===== config.mk =====
export PLATFORM = sky130hd
export DESIGN_NAME = fpu_ss_lsu_ctrl_flat
export DESIGN_NICKNAME = d
export VERILOG_FILES = /design/src/rtl/fpu_ss_pkg.sv /design/src/rtl/fpu_ss_lsu_ctrl_if.sv /design/src/rtl/fpu_ss_lsu_align.sv /design/src/rtl/fpu_ss_lsu_ctrl.sv /design/src/flat_wrapper.sv
export SDC_FILE = /design/constraint.sdc
export NUM_CORES = 1
export LEC_CHECK = 0
export CAP_MARGIN = 20
export CORE_ASPECT_RATIO = 2
export CORE_MARGIN = 5
export CORE_UTILIZATION = 45
export DETAILED_ROUTE_END_ITERATION = 8
export PLACE_DENSITY = 0.79
export SYNTH_ARGS = -nofsm -noshare
export SYNTH_HDL_FRONTEND = slang
export SYNTH_SLANG_ARGS = --single-unit

===== constraint.sdc =====
create_clock -name clk_i -period 3.45 [get_ports clk_i]
set_input_delay 0.8625 -clock clk_i [delete_from_list [all_inputs] [get_ports clk_i]]
set_output_delay 0.8625 -clock clk_i [all_outputs]
set_load 0.03 [all_outputs]

===== src/rtl/fpu_ss_pkg.sv =====
// rtl/fpu_ss_pkg.sv - FPU subsystem shared types for the load/store sequencer
//
// Purpose: access-size and LSU state enums, plus the alignment check used at accept.
// Contents:
//   ls_size_e     - Byte/HalfWord/Word/DoubleWord access size
//   lsu_state_e   - load/store sequencer FSM states
//   ls_misaligned - 1 when the byte address is not naturally aligned for the size
package fpu_ss_pkg;

  typedef enum logic [1:0] {
    LS_BYTE   = 2'd0,
    LS_HALF   = 2'd1,
    LS_WORD   = 2'd2,
    LS_DOUBLE = 2'd3
  } ls_size_e;

  typedef enum logic [2:0] {
    LSU_IDLE  = 3'd0,
    LSU_REQ0  = 3'd1,
    LSU_RESP0 = 3'd2,
    LSU_REQ1  = 3'd3,
    LSU_RESP1 = 3'd4,
    LSU_WB    = 3'd5
  } lsu_state_e;

  function automatic logic ls_misaligned(input ls_size_e size, input logic [2:0] addr_lo);
    logic mis;
    mis = 1'b0;
    case (size)
      LS_BYTE:   mis = 1'b0;
      LS_HALF:   mis = addr_lo[0];
      LS_WORD:   mis = |addr_lo[1:0];
      default:   mis = |addr_lo;
    endcase
    return mis;
  endfunction

endpackage


===== src/rtl/fpu_ss_lsu_ctrl_if.sv =====
// rtl/fpu_ss_lsu_ctrl_if.sv - 32-bit memory request/result bus of the FPU load/store sequencer
//
// Purpose: bundles the memory request handshake and the result channel.
// Signals:
//   valid/ready                  request handshake (master drives valid)
//   addr/we/be/wdata/id          word-aligned beat request fields
//   result_valid/rdata/err       single-cycle response from memory
// Modports: master = sequencer side, slave = memory side.
interface fpu_ss_lsu_ctrl_if #(
  parameter int X_ID_WIDTH = 4
) ();

  logic                  valid;
  logic                  ready;
  logic [31:0]           addr;
  logic                  we;
  logic [3:0]            be;
  logic [31:0]           wdata;
  logic [X_ID_WIDTH-1:0] id;
  logic                  result_valid;
  logic [31:0]           result_rdata;
  logic                  result_err;

  modport master (
    output valid, addr, we, be, wdata, id,
    input  ready, result_valid, result_rdata, result_err
  );

  modport slave (
    input  valid, addr, we, be, wdata, id,
    output ready, result_valid, result_rdata, result_err
  );

endinterface


===== src/rtl/fpu_ss_lsu_align.sv =====
// rtl/fpu_ss_lsu_align.sv - byte-enable / lane replication / load extraction and NaN-boxing
//
// Purpose: purely combinational data path for the load/store sequencer.
// Ports:
//   size_i      access size
//   addr_lo_i   byte address bits [1:0]
//   beat_i      0 = first word beat, 1 = second (DoubleWord only)
//   wdata_i     FLEN-bit store data, LSBs significant
//   rdata0_i    word returned by beat 0
//   rdata1_i    word returned by beat 1
//   be_o        byte enables for the current beat
//   wdata_o     lane-replicated write data for the current beat
//   ldata_o     NaN-boxed load result
module fpu_ss_lsu_align
  import fpu_ss_pkg::*;
#(
  parameter int FLEN = 64
) (
  input  ls_size_e          size_i,
  input  logic [1:0]        addr_lo_i,
  input  logic              beat_i,
  input  logic [FLEN-1:0]   wdata_i,
  input  logic [31:0]       rdata0_i,
  input  logic [31:0]       rdata1_i,
  output logic [3:0]        be_o,
  output logic [31:0]       wdata_o,
  output logic [FLEN-1:0]   ldata_o
);

  logic [63:0] wd64;
  logic [63:0] ld64;
  logic [7:0]  lane_b;
  logic [15:0] lane_h;

  always_comb begin
    // Widen store data so the second-beat slice exists for any FLEN.
    wd64            = '0;
    wd64[FLEN-1:0]  = wdata_i;

    lane_b = rdata0_i[{addr_lo_i, 3'b000} +: 8];
    lane_h = rdata0_i[{addr_lo_i[1], 4'b0000} +: 16];

    be_o    = 4'hF;
    wdata_o = wd64[31:0];
    ld64    = {32'hFFFF_FFFF, rdata0_i};

    case (size_i)
      LS_BYTE: begin
        be_o    = 4'b0001 << addr_lo_i;
        wdata_o = {4{wd64[7:0]}};
        ld64    = {56'hFF_FFFF_FFFF_FFFF, lane_b};
      end
      LS_HALF: begin
        be_o    = 4'b0011 << addr_lo_i;
        wdata_o = {2{wd64[15:0]}};
        ld64    = {48'hFFFF_FFFF_FFFF, lane_h};
      end
      LS_WORD: begin
        be_o    = 4'hF;
        wdata_o = wd64[31:0];
        ld64    = {32'hFFFF_FFFF, rdata0_i};
      end
      default: begin
        be_o    = 4'hF;
        wdata_o = beat_i ? wd64[63:32] : wd64[31:0];
        ld64    = {rdata1_i, rdata0_i};
      end
    endcase

    ldata_o = ld64[FLEN-1:0];
  end

endmodule


===== src/rtl/fpu_ss_lsu_ctrl.sv =====
// rtl/fpu_ss_lsu_ctrl.sv - FPU load/store sequencer driving a 32-bit memory bus
//
// Purpose: accepts one decoded FP load/store, checks legality, issues one or two
// word beats, and returns a single writeback/completion record.
// Ports:
//   clk_i, rst_i                     clock, synchronous active-high reset
//   ls_valid_i/ls_ready_o            request handshake from decoder
//   ls_we_i/size_i/addr_i/wdata_i    request fields
//   ls_rd_i/ls_id_i                  destination register and instruction ID
//   x_mem                            memory request/result bus (master)
//   wb_valid_o/wb_ready_i            completion handshake
//   wb_rf_we_o/rd_o/data_o/id_o/err_o completion fields
module fpu_ss_lsu_ctrl
  import fpu_ss_pkg::*;
#(
  parameter int FLEN       = 64,
  parameter int X_ID_WIDTH = 4
) (
  input  logic                  clk_i,
  input  logic                  rst_i,

  input  logic                  ls_valid_i,
  output logic                  ls_ready_o,
  input  logic                  ls_we_i,
  input  ls_size_e              ls_size_i,
  input  logic [31:0]           ls_addr_i,
  input  logic [FLEN-1:0]       ls_wdata_i,
  input  logic [4:0]            ls_rd_i,
  input  logic [X_ID_WIDTH-1:0] ls_id_i,

  fpu_ss_lsu_ctrl_if.master     x_mem,

  output logic                  wb_valid_o,
  input  logic                  wb_ready_i,
  output logic                  wb_rf_we_o,
  output logic [4:0]            wb_rd_o,
  output logic [FLEN-1:0]       wb_data_o,
  output logic [X_ID_WIDTH-1:0] wb_id_o,
  output logic                  wb_err_o
);

  lsu_state_e            state_q,  state_d;
  logic                  we_q,     we_d;
  ls_size_e              size_q,   size_d;
  logic [31:0]           addr_q,   addr_d;
  logic [FLEN-1:0]       wdata_q,  wdata_d;
  logic [4:0]            rd_q,     rd_d;
  logic [X_ID_WIDTH-1:0] id_q,     id_d;
  logic                  err_q,    err_d;
  logic [31:0]           rdata0_q, rdata0_d;
  logic [31:0]           rdata1_q, rdata1_d;

  logic                  illegal;
  logic                  mem_active;
  logic                  beat1;
  logic [3:0]            be;
  logic [31:0]           beat_wdata;
  logic [FLEN-1:0]       ldata;

  // DoubleWord cannot be held in a 32-bit register file.
  assign illegal = (ls_size_i == LS_DOUBLE) && (FLEN < 64);

  always_comb begin
    state_d  = state_q;
    we_d     = we_q;
    size_d   = size_q;
    addr_d   = addr_q;
    wdata_d  = wdata_q;
    rd_d     = rd_q;
    id_d     = id_q;
    err_d    = err_q;
    rdata0_d = rdata0_q;
    rdata1_d = rdata1_q;

    case (state_q)
      LSU_IDLE: begin
        if (ls_valid_i) begin
          we_d     = ls_we_i;
          size_d   = ls_size_i;
          addr_d   = ls_addr_i;
          wdata_d  = ls_wdata_i;
          rd_d     = ls_rd_i;
          id_d     = ls_id_i;
          rdata0_d = '0;
          rdata1_d = '0;
          err_d    = illegal || ls_misaligned(ls_size_i, ls_addr_i[2:0]);
          state_d  = err_d ? LSU_WB : LSU_REQ0;
        end
      end
      LSU_REQ0: begin
        if (x_mem.ready) state_d = LSU_RESP0;
      end
      LSU_RESP0: begin
        if (x_mem.result_valid) begin
          rdata0_d = x_mem.result_rdata;
          if (x_mem.result_err) begin
            err_d   = 1'b1;
            state_d = LSU_WB;
          end else if (size_q == LS_DOUBLE) begin
            state_d = LSU_REQ1;
          end else begin
            state_d = LSU_WB;
          end
        end
      end
      LSU_REQ1: begin
        if (x_mem.ready) state_d = LSU_RESP1;
      end
      LSU_RESP1: begin
        if (x_mem.result_valid) begin
          rdata1_d = x_mem.result_rdata;
          err_d    = err_q | x_mem.result_err;
          state_d  = LSU_WB;
        end
      end
      LSU_WB: begin
        if (wb_ready_i) state_d = LSU_IDLE;
      end
      default: state_d = LSU_IDLE;
    endcase
  end

  always_ff @(posedge clk_i) begin
    if (rst_i) begin
      state_q  <= LSU_IDLE;
      we_q     <= 1'b0;
      size_q   <= LS_BYTE;
      addr_q   <= '0;
      wdata_q  <= '0;
      rd_q     <= '0;
      id_q     <= '0;
      err_q    <= 1'b0;
      rdata0_q <= '0;
      rdata1_q <= '0;
    end else begin
      state_q  <= state_d;
      we_q     <= we_d;
      size_q   <= size_d;
      addr_q   <= addr_d;
      wdata_q  <= wdata_d;
      rd_q     <= rd_d;
      id_q     <= id_d;
      err_q    <= err_d;
      rdata0_q <= rdata0_d;
      rdata1_q <= rdata1_d;
    end
  end

  fpu_ss_lsu_align #(.FLEN(FLEN)) u_align (
    .size_i    (size_q),
    .addr_lo_i (addr_q[1:0]),
    .beat_i    (beat1),
    .wdata_i   (wdata_q),
    .rdata0_i  (rdata0_q),
    .rdata1_i  (rdata1_q),
    .be_o      (be),
    .wdata_o   (beat_wdata),
    .ldata_o   (ldata)
  );

  assign ls_ready_o = (state_q == LSU_IDLE);
  assign mem_active = (state_q == LSU_REQ0) || (state_q == LSU_REQ1);
  assign beat1      = (state_q == LSU_REQ1);

  // Bus fields are zeroed outside a request so nothing stale is visible.
  assign x_mem.valid = mem_active;
  assign x_mem.addr  = mem_active ? ({addr_q[31:2], 2'b00} + (beat1 ? 32'd4 : 32'd0)) : '0;
  assign x_mem.we    = mem_active & we_q;
  assign x_mem.be    = mem_active ? be : 4'h0;
  assign x_mem.wdata = mem_active ? beat_wdata : '0;
  assign x_mem.id    = mem_active ? id_q : '0;

  assign wb_valid_o = (state_q == LSU_WB);
  assign wb_rf_we_o = wb_valid_o & ~we_q & ~err_q;
  assign wb_rd_o    = wb_valid_o ? rd_q : '0;
  assign wb_data_o  = wb_rf_we_o ? ldata : '0;
  assign wb_id_o    = wb_valid_o ? id_q : '0;
  assign wb_err_o   = wb_valid_o & err_q;

endmodule

===== src/flat_wrapper.sv =====
// flat-port wrapper written by rule: the top's interface ports become plain ports
module fpu_ss_lsu_ctrl_flat import fpu_ss_pkg::*;
#(
  parameter int FLEN       = 64,
  parameter int X_ID_WIDTH = 4
)
  (clk_i, rst_i, ls_valid_i, ls_ready_o, ls_we_i, ls_size_i, ls_addr_i, ls_wdata_i, ls_rd_i, ls_id_i, wb_valid_o, wb_ready_i, wb_rf_we_o, wb_rd_o, wb_data_o, wb_id_o, wb_err_o, x_mem_valid, x_mem_addr, x_mem_we, x_mem_be, x_mem_wdata, x_mem_id, x_mem_ready, x_mem_result_valid, x_mem_result_rdata, x_mem_result_err);
  fpu_ss_lsu_ctrl_if #(.X_ID_WIDTH(X_ID_WIDTH)) x_mem_i ();
  input  logic clk_i;
  input  logic rst_i;
  input  logic ls_valid_i;
  output logic ls_ready_o;
  input  logic ls_we_i;
  input  ls_size_e ls_size_i;
  input  logic [31:0] ls_addr_i;
  input  logic [FLEN-1:0] ls_wdata_i;
  input  logic [4:0] ls_rd_i;
  input  logic [X_ID_WIDTH-1:0] ls_id_i;
  output logic wb_valid_o;
  input  logic wb_ready_i;
  output logic wb_rf_we_o;
  output logic [4:0] wb_rd_o;
  output logic [FLEN-1:0] wb_data_o;
  output logic [X_ID_WIDTH-1:0] wb_id_o;
  output logic wb_err_o;
  output wire logic [$bits(x_mem_i.valid)-1:0] x_mem_valid;
  output wire logic [$bits(x_mem_i.addr)-1:0] x_mem_addr;
  output wire logic [$bits(x_mem_i.we)-1:0] x_mem_we;
  output wire logic [$bits(x_mem_i.be)-1:0] x_mem_be;
  output wire logic [$bits(x_mem_i.wdata)-1:0] x_mem_wdata;
  output wire logic [$bits(x_mem_i.id)-1:0] x_mem_id;
  input wire logic [$bits(x_mem_i.ready)-1:0] x_mem_ready;
  input wire logic [$bits(x_mem_i.result_valid)-1:0] x_mem_result_valid;
  input wire logic [$bits(x_mem_i.result_rdata)-1:0] x_mem_result_rdata;
  input wire logic [$bits(x_mem_i.result_err)-1:0] x_mem_result_err;
  assign x_mem_valid = x_mem_i.valid;
  assign x_mem_addr = x_mem_i.addr;
  assign x_mem_we = x_mem_i.we;
  assign x_mem_be = x_mem_i.be;
  assign x_mem_wdata = x_mem_i.wdata;
  assign x_mem_id = x_mem_i.id;
  assign x_mem_i.ready = x_mem_ready;
  assign x_mem_i.result_valid = x_mem_result_valid;
  assign x_mem_i.result_rdata = x_mem_result_rdata;
  assign x_mem_i.result_err = x_mem_result_err;
  fpu_ss_lsu_ctrl #(.FLEN(FLEN), .X_ID_WIDTH(X_ID_WIDTH)) u_core (.clk_i(clk_i), .rst_i(rst_i), .ls_valid_i(ls_valid_i), .ls_ready_o(ls_ready_o), .ls_we_i(ls_we_i), .ls_size_i(ls_size_i), .ls_addr_i(ls_addr_i), .ls_wdata_i(ls_wdata_i), .ls_rd_i(ls_rd_i), .ls_id_i(ls_id_i), .x_mem(x_mem_i), .wb_valid_o(wb_valid_o), .wb_ready_i(wb_ready_i), .wb_rf_we_o(wb_rf_we_o), .wb_rd_o(wb_rd_o), .wb_data_o(wb_data_o), .wb_id_o(wb_id_o), .wb_err_o(wb_err_o));
endmodule

==> run_summary.xml, run 1 <==
<?xml version="1.0" encoding="UTF-8"?>
<metrics>
  <group name="die">
    <metric name="chipHeight" unit="um">208</metric>
    <metric name="die_width" unit="um">109</metric>
    <metric name="i_o_pin_count" unit="">298</metric>
    <metric name="core_area" unit="mm2">0.0194</metric>
    <metric name="floorplan.die_area" unit="mm2">0.0227</metric>
    <metric name="floorplan.initialDensity" unit="%">45.5</metric>
    <metric name="floorplan.rows" unit="">72</metric>
  </group>
  <group name="yosys">
    <metric name="synth-seq-area-share" unit="%">40.0</metric>
    <metric name="number_of_flops_mapped_to_enable_cells_by_yosys" unit="">0</metric>
    <metric name="synth_top_flop_cell" unit="">sky130_fd_sc_hd__dfxtp_1</metric>
    <metric name="async_reset_ff_share" unit="%">0</metric>
    <metric name="average_cell_area_after_synthesis" unit="um2">7.13</metric>
    <metric name="synth.lib_cells_used.distinct" unit="">53</metric>
    <metric name="synthesis.area" unit="mm2">0.00882</metric>
    <metric name="syn_inst" unit="">1236</metric>
    <metric name="synth.ff_latch_count" unit="">176</metric>
    <metric name="ys_warn_count" unit="">0</metric>
  </group>
  <group name="sta">
    <metric name="setup_slack" unit="ps">-18.3</metric>
    <metric name="drv_slew" unit="">0</metric>
    <metric name="slew_headroom" unit="%">51.2</metric>
    <metric name="fin_setup_tns" unit="ps">-20.5</metric>
    <metric name="clock.fmax" unit="GHz">0.288</metric>
    <metric name="report.final.setup_viol" unit="">2</metric>
    <metric name="post-route-min-period" unit="ps">3470</metric>
    <metric name="worst_slew_pin_slew" unit="ps">732</metric>
    <metric name="timing.clock.skew" unit="ps">5.81</metric>
    <metric name="period_share" unit="%">101</metric>
    <metric name="grt_setup_unrepaired" unit="">true</metric>
    <metric name="hold_ws" unit="ps">450</metric>
    <metric name="timing.final.hold_violations" unit="">0</metric>
  </group>
  <group name="clocking">
    <metric name="cts_buf_count" unit="">17</metric>
    <metric name="cts_root_buffer" unit="">sky130_fd_sc_hd__clkbuf_16</metric>
    <metric name="clkSinkCount" unit="">176</metric>
    <metric name="clkLatencyLatePin" unit="ps">430</metric>
    <metric name="clockBufferDepth" unit="">2</metric>
    <metric name="cts.htree.levels" unit="">4</metric>
    <metric name="cts_tree" unit="">yes</metric>
    <metric name="clk_transition_reported_paths" unit="ps">60</metric>
  </group>
  <group name="routing">
    <metric name="route.detailed.wl_per_inst" unit="um">18.7</metric>
    <metric name="vias" unit="">9809</metric>
    <metric name="drt_pass1_iterations" unit="">6</metric>
    <metric name="dr.first_iter.drc_count" unit="">511</metric>
    <metric name="drt.antenna.violating_nets" unit="">0</metric>
    <metric name="remaining_drc_errors" unit="">0</metric>
    <metric name="ratio_of_routed_vias_to_standard_cells" unit="">5.58</metric>
    <metric name="totalWireLength" unit="um">32800</metric>
  </group>
  <group name="worst_setup_path">
    <metric name="worstPathCellList" unit="">and3b_2, ha_4, and4_4, nand4_4, buf_8, or4_4, a21oi_2, buf_6</metric>
    <metric name="slowest_stage" unit="">sky130_fd_sc_hd__or4_4</metric>
    <metric name="criticalPathCategory" unit="">flop to output pin</metric>
    <metric name="end_kind" unit="">output pin</metric>
    <metric name="crit_fanout" unit="">6</metric>
    <metric name="cp-start-kind" unit="">flop</metric>
    <metric name="crit_path_max_incr_delay" unit="ps">510</metric>
    <metric name="worstPathArrival" unit="ps">2610</metric>
    <metric name="worstPathRequired" unit="ps">2590</metric>
  </group>
  <group name="pwr">
    <metric name="seqPwrFrac" unit="%">40.0</metric>
    <metric name="power.internal" unit="mW">3.88</metric>
    <metric name="ir_worst_vdd" unit="mV">0.416</metric>
    <metric name="post-layout-total-power" unit="mW">5.86</metric>
    <metric name="netSwitchingFraction" unit="%">33.7</metric>
    <metric name="netSwitchingPower" unit="mW">1.98</metric>
    <metric name="clock_power_share" unit="%">31.9</metric>
    <metric name="power.static_leakage" unit="nW">4.83</metric>
    <metric name="power.density_cell_area" unit="mW/mm2">459</metric>
    <metric name="fraction_of_power_consumed_by_combinational_cells" unit="%">28.0</metric>
  </group>
  <group name="global_routing">
    <metric name="grt_first_pass_wirelength" unit="um">50000</metric>
    <metric name="maximum_number_of_pins_on_one_net_before_global_route_repair" unit="">103</metric>
    <metric name="overall_routing_resource_usage" unit="%">28.2</metric>
    <metric name="antenna_found_initial" unit="">7</metric>
    <metric name="first_global_vias" unit="">9490</metric>
    <metric name="grt-ovfl-total" unit="">0</metric>
  </group>
  <group name="flow_run">
    <metric name="timing.max_cap.violations" unit="">0</metric>
  </group>
  <group name="place">
    <metric name="count_of_input_and_output_buffers" unit="">295</metric>
    <metric name="gpl.final_weighted_congestion" unit="">0.904</metric>
    <metric name="post-place-ws" unit="ps">105</metric>
    <metric name="placed_cell_area" unit="mm2">0.0120</metric>
    <metric name="place.detailed.hpwl" unit="um">23900</metric>
    <metric name="placed_cells_incl_taps" unit="">1712</metric>
  </group>
  <group name="cells_and_area">
    <metric name="fin_cells" unit="">1758</metric>
    <metric name="finish.utilization" unit="%">65.9</metric>
    <metric name="share_of_post_route_cells_with_drive_strength_above_1" unit="%">15.7</metric>
    <metric name="synth_to_final_area_change" unit="%">44.7</metric>
    <metric name="num-nets-final" unit="">1631</metric>
    <metric name="commonest_non_fill_non_tap_cell_in_the_layout" unit="">sky130_fd_sc_hd__nand2_1</metric>
    <metric name="layout_common_cells" unit="">sky130_fd_sc_hd__nand2_1 (289), sky130_fd_sc_hd__dfxtp_1 (176), sky130_fd_sc_hd__a21oi_1 (169)</metric>
    <metric name="final_area" unit="mm2">0.0128</metric>
  </group>
  <group name="status">
    <metric name="failing_checks" unit="">negative setup slack</metric>
    <metric name="status" unit="">finished, violations left</metric>
  </group>
  <group name="worst_hold_path">
    <metric name="min_path_type" unit="">flop to flop</metric>
  </group>
</metrics>
-- sequential cells by signal, summed over array words and instances, names as in the netlist --
register,flops
u_core.rd_q,5
u_core.err_q,1
u_core.wdata_q,64
u_core.id_q,4
u_core.rdata0_q,32
u_core.size_q,2
u_core.rdata1_q,32
u_core.we_q,1
u_core.state_q,3
u_core.addr_q,32
-- cell usage after synthesis (2+ instances only) --
master	instances	area, um2
sky130_fd_sc_hd__a211oi_1	2	15.0
sky130_fd_sc_hd__a21o_1	2	15.0
sky130_fd_sc_hd__a21oi_1	179	896
sky130_fd_sc_hd__a222oi_1	10	100
sky130_fd_sc_hd__a22oi_1	40	300
sky130_fd_sc_hd__a31oi_1	7	43.8
sky130_fd_sc_hd__and2_1	25	156
sky130_fd_sc_hd__and3_1	5	31.3
sky130_fd_sc_hd__and4_1	8	70.1
sky130_fd_sc_hd__buf_1	2	7.51
sky130_fd_sc_hd__buf_2	21	105
sky130_fd_sc_hd__buf_4	2	15.0
sky130_fd_sc_hd__buf_6	4	45.0
sky130_fd_sc_hd__clkbuf_1	81	304
sky130_fd_sc_hd__dfxtp_1	176	3520
sky130_fd_sc_hd__ha_1	2	25.0
sky130_fd_sc_hd__inv_1	9	33.8
sky130_fd_sc_hd__inv_2	2	7.51
sky130_fd_sc_hd__mux2_2	4	45.0
sky130_fd_sc_hd__mux2i_1	8	80.1
sky130_fd_sc_hd__nand2_1	290	1090
sky130_fd_sc_hd__nand2b_1	2	12.5
sky130_fd_sc_hd__nand3_1	54	270
sky130_fd_sc_hd__nand4_1	6	37.5
sky130_fd_sc_hd__nor2_1	142	533
sky130_fd_sc_hd__nor2b_1	7	43.8
sky130_fd_sc_hd__nor3_1	11	55.1
sky130_fd_sc_hd__o2111a_1	8	90.1
sky130_fd_sc_hd__o21a_1	19	143
sky130_fd_sc_hd__o21ai_0	45	225
sky130_fd_sc_hd__o22ai_1	8	50.1
sky130_fd_sc_hd__o311ai_0	2	17.5
sky130_fd_sc_hd__o31ai_1	11	82.6
sky130_fd_sc_hd__or3_1	4	25.0
sky130_fd_sc_hd__or4_1	11	82.6
sky130_fd_sc_hd__xnor2_1	4	35.0
sky130_fd_sc_hd__xor2_1	7	61.3
-- area by class of cell --
type,instances,area [um2]
Timing Repair Buffer,337,3390
Fill cell,1705,6610
Clock inverter,11,106
Clock buffer,20,457
Antenna cell,5,12.5
Tap cell,259,324
Inverter,11,41.3
Multi-Input combinational cell,939,4910
Sequential cell,176,3520
-- power groups by stage --
stage,Sequential [mW],Combinational [mW],Clock [mW]
final,2.35,1.64,1.87
after floorplan,2.32,0.986,0
after global placement,2.38,1.61,0
after global routing,2.36,1.78,1.99
after detailed placement,2.38,1.63,0
after CTS,2.34,1.63,1.90
-- critical path, delay by kind of cell (launching register included) --
kind / cells / cell delay [ps]
adders and majority gates: 1 / 140
buffers and inverters: 2 / 340
and+or+nand+nor: 4 / 1200
DFF: 1 / 310
AOI/OAI and AO/OA: 1 / 180
-- worst paths after layout --
path                          start  depth (start not counted)  slack (ps)                 end
setup reg to reg  u_core.state_q[1]                          7        1420  u_core.rdata0_q[7]
hold / removal       u_core.rd_q[4]                          2         450      u_core.rd_q[4]
hold reg to reg      u_core.rd_q[4]                          2         450      u_core.rd_q[4]
setup / recovery  u_core.state_q[2]                          8         -20      x_mem_addr[25]
-- repair_timing --
| item | 4_1_cts | 5_1_grt |
|---|---|---|
| hold buffers | 0 | 0 |
| pin swaps | 7 | 10 |
| setup endpoints to repair | 11 | 23 |
| cloned | 0 | 2 |
| buffers inserted | 3 | 5 |
| resized for setup | 13 | 22 |
| hold endpoints to repair | 0 | 0 |
-- metal layers --
layer	part of all wire [%]	vias up	GRT usage, %
met4	6.4	2	18.3
met5	0.034	-	0
met1	34	4562	28.6
met2	53	411	50.3
met3	6.3	103	5.92
li1	-	4731	-
-- kinds of logic after synthesis --
kind of cell               after synthesis  share of synthesized area, %
and+or+nand+nor                        575                          28.4
other                                    1                        0.0425
DFF                                    176                          40.0
adders and majority gates                2                         0.284
buffers and inverters                  122                          5.93
muxes                                   12                          1.42
AOI/OAI and AO/OA                      337                          22.8
xor gates and xnor gates                11                          1.09
Note: power is estimated with default switching activity, not from simulation.
==> run 2: changes to the inputs <==
--- a/config.mk
+++ b/config.mk
@@ -9,6 +9,7 @@
 export CORE_ASPECT_RATIO = 2
 export CORE_MARGIN = 5
 export CORE_UTILIZATION = 45
+export CTS_BUF_LIST = sky130_fd_sc_hd__clkbuf_16
 export DETAILED_ROUTE_END_ITERATION = 8
 export PLACE_DENSITY = 0.79
 export SYNTH_ARGS = -nofsm -noshare
==> run_summary.xml, run 2 (synthesis gave the netlist of run 1 again) <==
<?xml version="1.0" encoding="UTF-8"?>
<metrics>
  <group name="status">
    <metric name="status" unit="">finished, final reports clean</metric>
  </group>
  <group name="cells_and_area">
    <metric name="top_register" unit="">u_core.wdata_q</metric>
    <metric name="largest_reg_flops" unit="">64</metric>
    <metric name="share_of_post_route_cells_with_drive_strength_above_1" unit="%">16.5</metric>
    <metric name="final_area" unit="mm2">0.0128</metric>
    <metric name="fillCellCount" unit="">1687</metric>
    <metric name="synth_to_final_area_change" unit="%">45.2</metric>
    <metric name="num-nets-final" unit="">1632</metric>
    <metric name="layout_common_cells" unit="">sky130_fd_sc_hd__nand2_1 (289), sky130_fd_sc_hd__dfxtp_1 (175), sky130_fd_sc_hd__a21oi_1 (165)</metric>
    <metric name="commonest_non_fill_non_tap_cell_in_the_layout" unit="">sky130_fd_sc_hd__nand2_1</metric>
  </group>
  <group name="pwr">
    <metric name="fraction_of_power_consumed_by_combinational_cells" unit="%">28.3</metric>
    <metric name="post-layout-total-power" unit="mW">5.81</metric>
    <metric name="netSwitchingFraction" unit="%">34.0</metric>
    <metric name="power.density_cell_area" unit="mW/mm2">454</metric>
    <metric name="power.internal" unit="mW">3.84</metric>
    <metric name="ir_worst_vdd" unit="mV">0.417</metric>
    <metric name="power.static_leakage" unit="nW">4.85</metric>
    <metric name="seqPwrFrac" unit="%">40.4</metric>
    <metric name="clock_power_share" unit="%">31.3</metric>
    <metric name="netSwitchingPower" unit="mW">1.97</metric>
  </group>
  <group name="die">
    <metric name="floorplan.rows" unit="">72</metric>
    <metric name="die_width" unit="um">109</metric>
    <metric name="floorplan.initialDensity" unit="%">45.5</metric>
    <metric name="floorplan.die_area" unit="mm2">0.0227</metric>
    <metric name="core_area" unit="mm2">0.0194</metric>
    <metric name="i_o_pin_count" unit="">298</metric>
    <metric name="chipHeight" unit="um">208</metric>
  </group>
  <group name="worst_setup_path">
    <metric name="slowest_stage" unit="">sky130_fd_sc_hd__or4_4</metric>
    <metric name="critical_path.reg2reg.startpoint" unit="">u_core.state_q[1]</metric>
    <metric name="worstPathRequired" unit="ps">2590</metric>
    <metric name="cp-start-kind" unit="">flop</metric>
    <metric name="worstPathCellList" unit="">and3b_2, ha_4, and4_4, nand4_4, buf_8, or4_4, a21oi_2, buf_6</metric>
    <metric name="worstPathArrival" unit="ps">2570</metric>
    <metric name="criticalPathCategory" unit="">flop to output pin</metric>
    <metric name="end_kind" unit="">output pin</metric>
    <metric name="crit_fanout" unit="">6</metric>
    <metric name="worst_r2r_endpoint" unit="">u_core.rdata0_q[7]</metric>
    <metric name="crit_path_max_incr_delay" unit="ps">490</metric>
    <metric name="r2r_cells" unit="">7</metric>
    <metric name="r2r_setup_slack" unit="ps">1420</metric>
  </group>
  <group name="sta">
    <metric name="report.final.setup_viol" unit="">0</metric>
    <metric name="post-route-min-period" unit="ps">3440</metric>
    <metric name="timing.clock.skew" unit="ps">5.58</metric>
    <metric name="setup_slack" unit="ps">13.6</metric>
    <metric name="clock.fmax" unit="GHz">0.291</metric>
    <metric name="slew_headroom" unit="%">48.6</metric>
    <metric name="drv_slew" unit="">0</metric>
    <metric name="fin_setup_tns" unit="ps">0</metric>
    <metric name="timing.final.hold_violations" unit="">0</metric>
    <metric name="worst_slew_pin_slew" unit="ps">768</metric>
    <metric name="period_share" unit="%">99.6</metric>
    <metric name="grt_setup_unrepaired" unit="">true</metric>
  </group>
  <group name="place">
    <metric name="gpl.final_weighted_congestion" unit="">0.904</metric>
    <metric name="post-place-ws" unit="ps">105</metric>
    <metric name="place.detailed.hpwl" unit="um">23900</metric>
    <metric name="placed_cell_area" unit="mm2">0.0120</metric>
    <metric name="count_of_input_and_output_buffers" unit="">295</metric>
  </group>
  <group name="worst_hold_path">
    <metric name="hold_path_depth" unit="">2</metric>
    <metric name="hold_path.startpoint" unit="">u_core.rd_q[4]</metric>
    <metric name="hold-path-endpoint" unit="">u_core.rd_q[4]</metric>
    <metric name="min_path_type" unit="">flop to flop</metric>
  </group>
  <group name="routing">
    <metric name="vias" unit="">9752</metric>
    <metric name="route.detailed.wl_per_inst" unit="um">18.6</metric>
    <metric name="totalWireLength" unit="um">32800</metric>
    <metric name="remaining_drc_errors" unit="">0</metric>
    <metric name="drt.antenna.violating_nets" unit="">0</metric>
    <metric name="drt_pass1_iterations" unit="">6</metric>
    <metric name="dr.first_iter.drc_count" unit="">568</metric>
    <metric name="ratio_of_routed_vias_to_standard_cells" unit="">5.54</metric>
  </group>
  <group name="clocking">
    <metric name="clkSinkCount" unit="">176</metric>
    <metric name="cts_root_buffer" unit="">sky130_fd_sc_hd__clkbuf_16</metric>
    <metric name="clk_transition_reported_paths" unit="ps">60</metric>
    <metric name="cts_buf_count" unit="">17</metric>
    <metric name="clkLatencyLatePin" unit="ps">430</metric>
    <metric name="cts_tree" unit="">yes</metric>
    <metric name="clockBufferDepth" unit="">2</metric>
    <metric name="cts.htree.levels" unit="">4</metric>
  </group>
  <group name="global_routing">
    <metric name="antenna_found_initial" unit="">7</metric>
    <metric name="maximum_number_of_pins_on_one_net_before_global_route_repair" unit="">103</metric>
    <metric name="first_global_vias" unit="">9493</metric>
    <metric name="overall_routing_resource_usage" unit="%">28.1</metric>
    <metric name="grt_first_pass_wirelength" unit="um">49800</metric>
    <metric name="grt-ovfl-total" unit="">0</metric>
  </group>
  <group name="flow_run">
    <metric name="timing.max_cap.violations" unit="">0</metric>
  </group>
</metrics>
-- run 2: how the worst max path moves through the flow --
stage | startpoint | endpoint | slack (ps)
detailed placement | u_core.state_q[2] | x_mem_addr[27] | 110
global placement | u_core.state_q[2] | x_mem_addr[27] | 180
CTS | u_core.state_q[2] | x_mem_addr[16] | -50
finish | u_core.state_q[2] | x_mem_addr[25] | 10
floorplan | u_core.state_q[0] | x_mem_addr[16] | 20
global route | u_core.state_q[2] | x_mem_addr[25] | -60
-- run 2: power by group through the flow --
| stage | Clock, mW | Sequential [mW] | Combinational (mW) |
|---|---|---|---|
| after floorplan | 0 | 2.32 | 0.986 |
| after global placement | 0 | 2.38 | 1.61 |
| after detailed placement | 0 | 2.38 | 1.63 |
| after CTS | 1.85 | 2.34 | 1.63 |
| after global routing | 1.94 | 2.36 | 1.78 |
| final | 1.82 | 2.35 | 1.65 |
-- run 2: timing repair --
action | 4_1_cts | 5_1_grt
endpoints found under the setup margin | 11 | 23
pin swaps | 9 | 17
buffers inserted | 3 | 6
resized for setup | 13 | 40
gates cloned | 0 | 2
hold buffers | 0 | 0
-- run 2: cell type report --
class | count | area (um2) | share of cell area, %
diodes | 5 | 12.5 | 0.0977
clock buffers | 17 | 425 | 3.32
clock inverters | 14 | 118 | 0.919
inverters | 11 | 41.3 | 0.323
multi-input cells | 939 | 4950 | 38.7
flip-flops and latches | 176 | 3520 | 27.5
well taps | 259 | 324 | 2.53
repair buffers | 338 | 3410 | 26.6
-- run 2: metal layers --
metal | vias up | wire [um] | track usage (%)
li1 | 4733 | - | -
met1 | 4510 | 11000 | 28.7
met2 | 410 | 17600 | 50.3
met3 | 97 | 2190 | 5.58
met4 | 2 | 2030 | 17.9
met5 | - | 11 | 0
-- run 2: stage by stage --
| step | hold WS [ps] | cells | util, % |
|---|---|---|---|
| floorplan | 432 | 1237 | - |
| global placement | 437 | 1712 | 61.8 |
| detailed placement | 445 | 1712 | 61.8 |
| CTS | 453 | 1746 | 64.9 |
| global route | 475 | 1759 | 66.1 |
| finish | 450 | 1759 | 66.1 |
-- run 2: critical path, delay by kind of cell, from the launching register on --
family / cells / cell delay [ps]
buffers and inverters: 2 / 350
DFF: 1 / 320
adders and majority gates: 1 / 140
AOI/OAI and AO/OA: 1 / 170
and+or+nand+nor: 4 / 1170
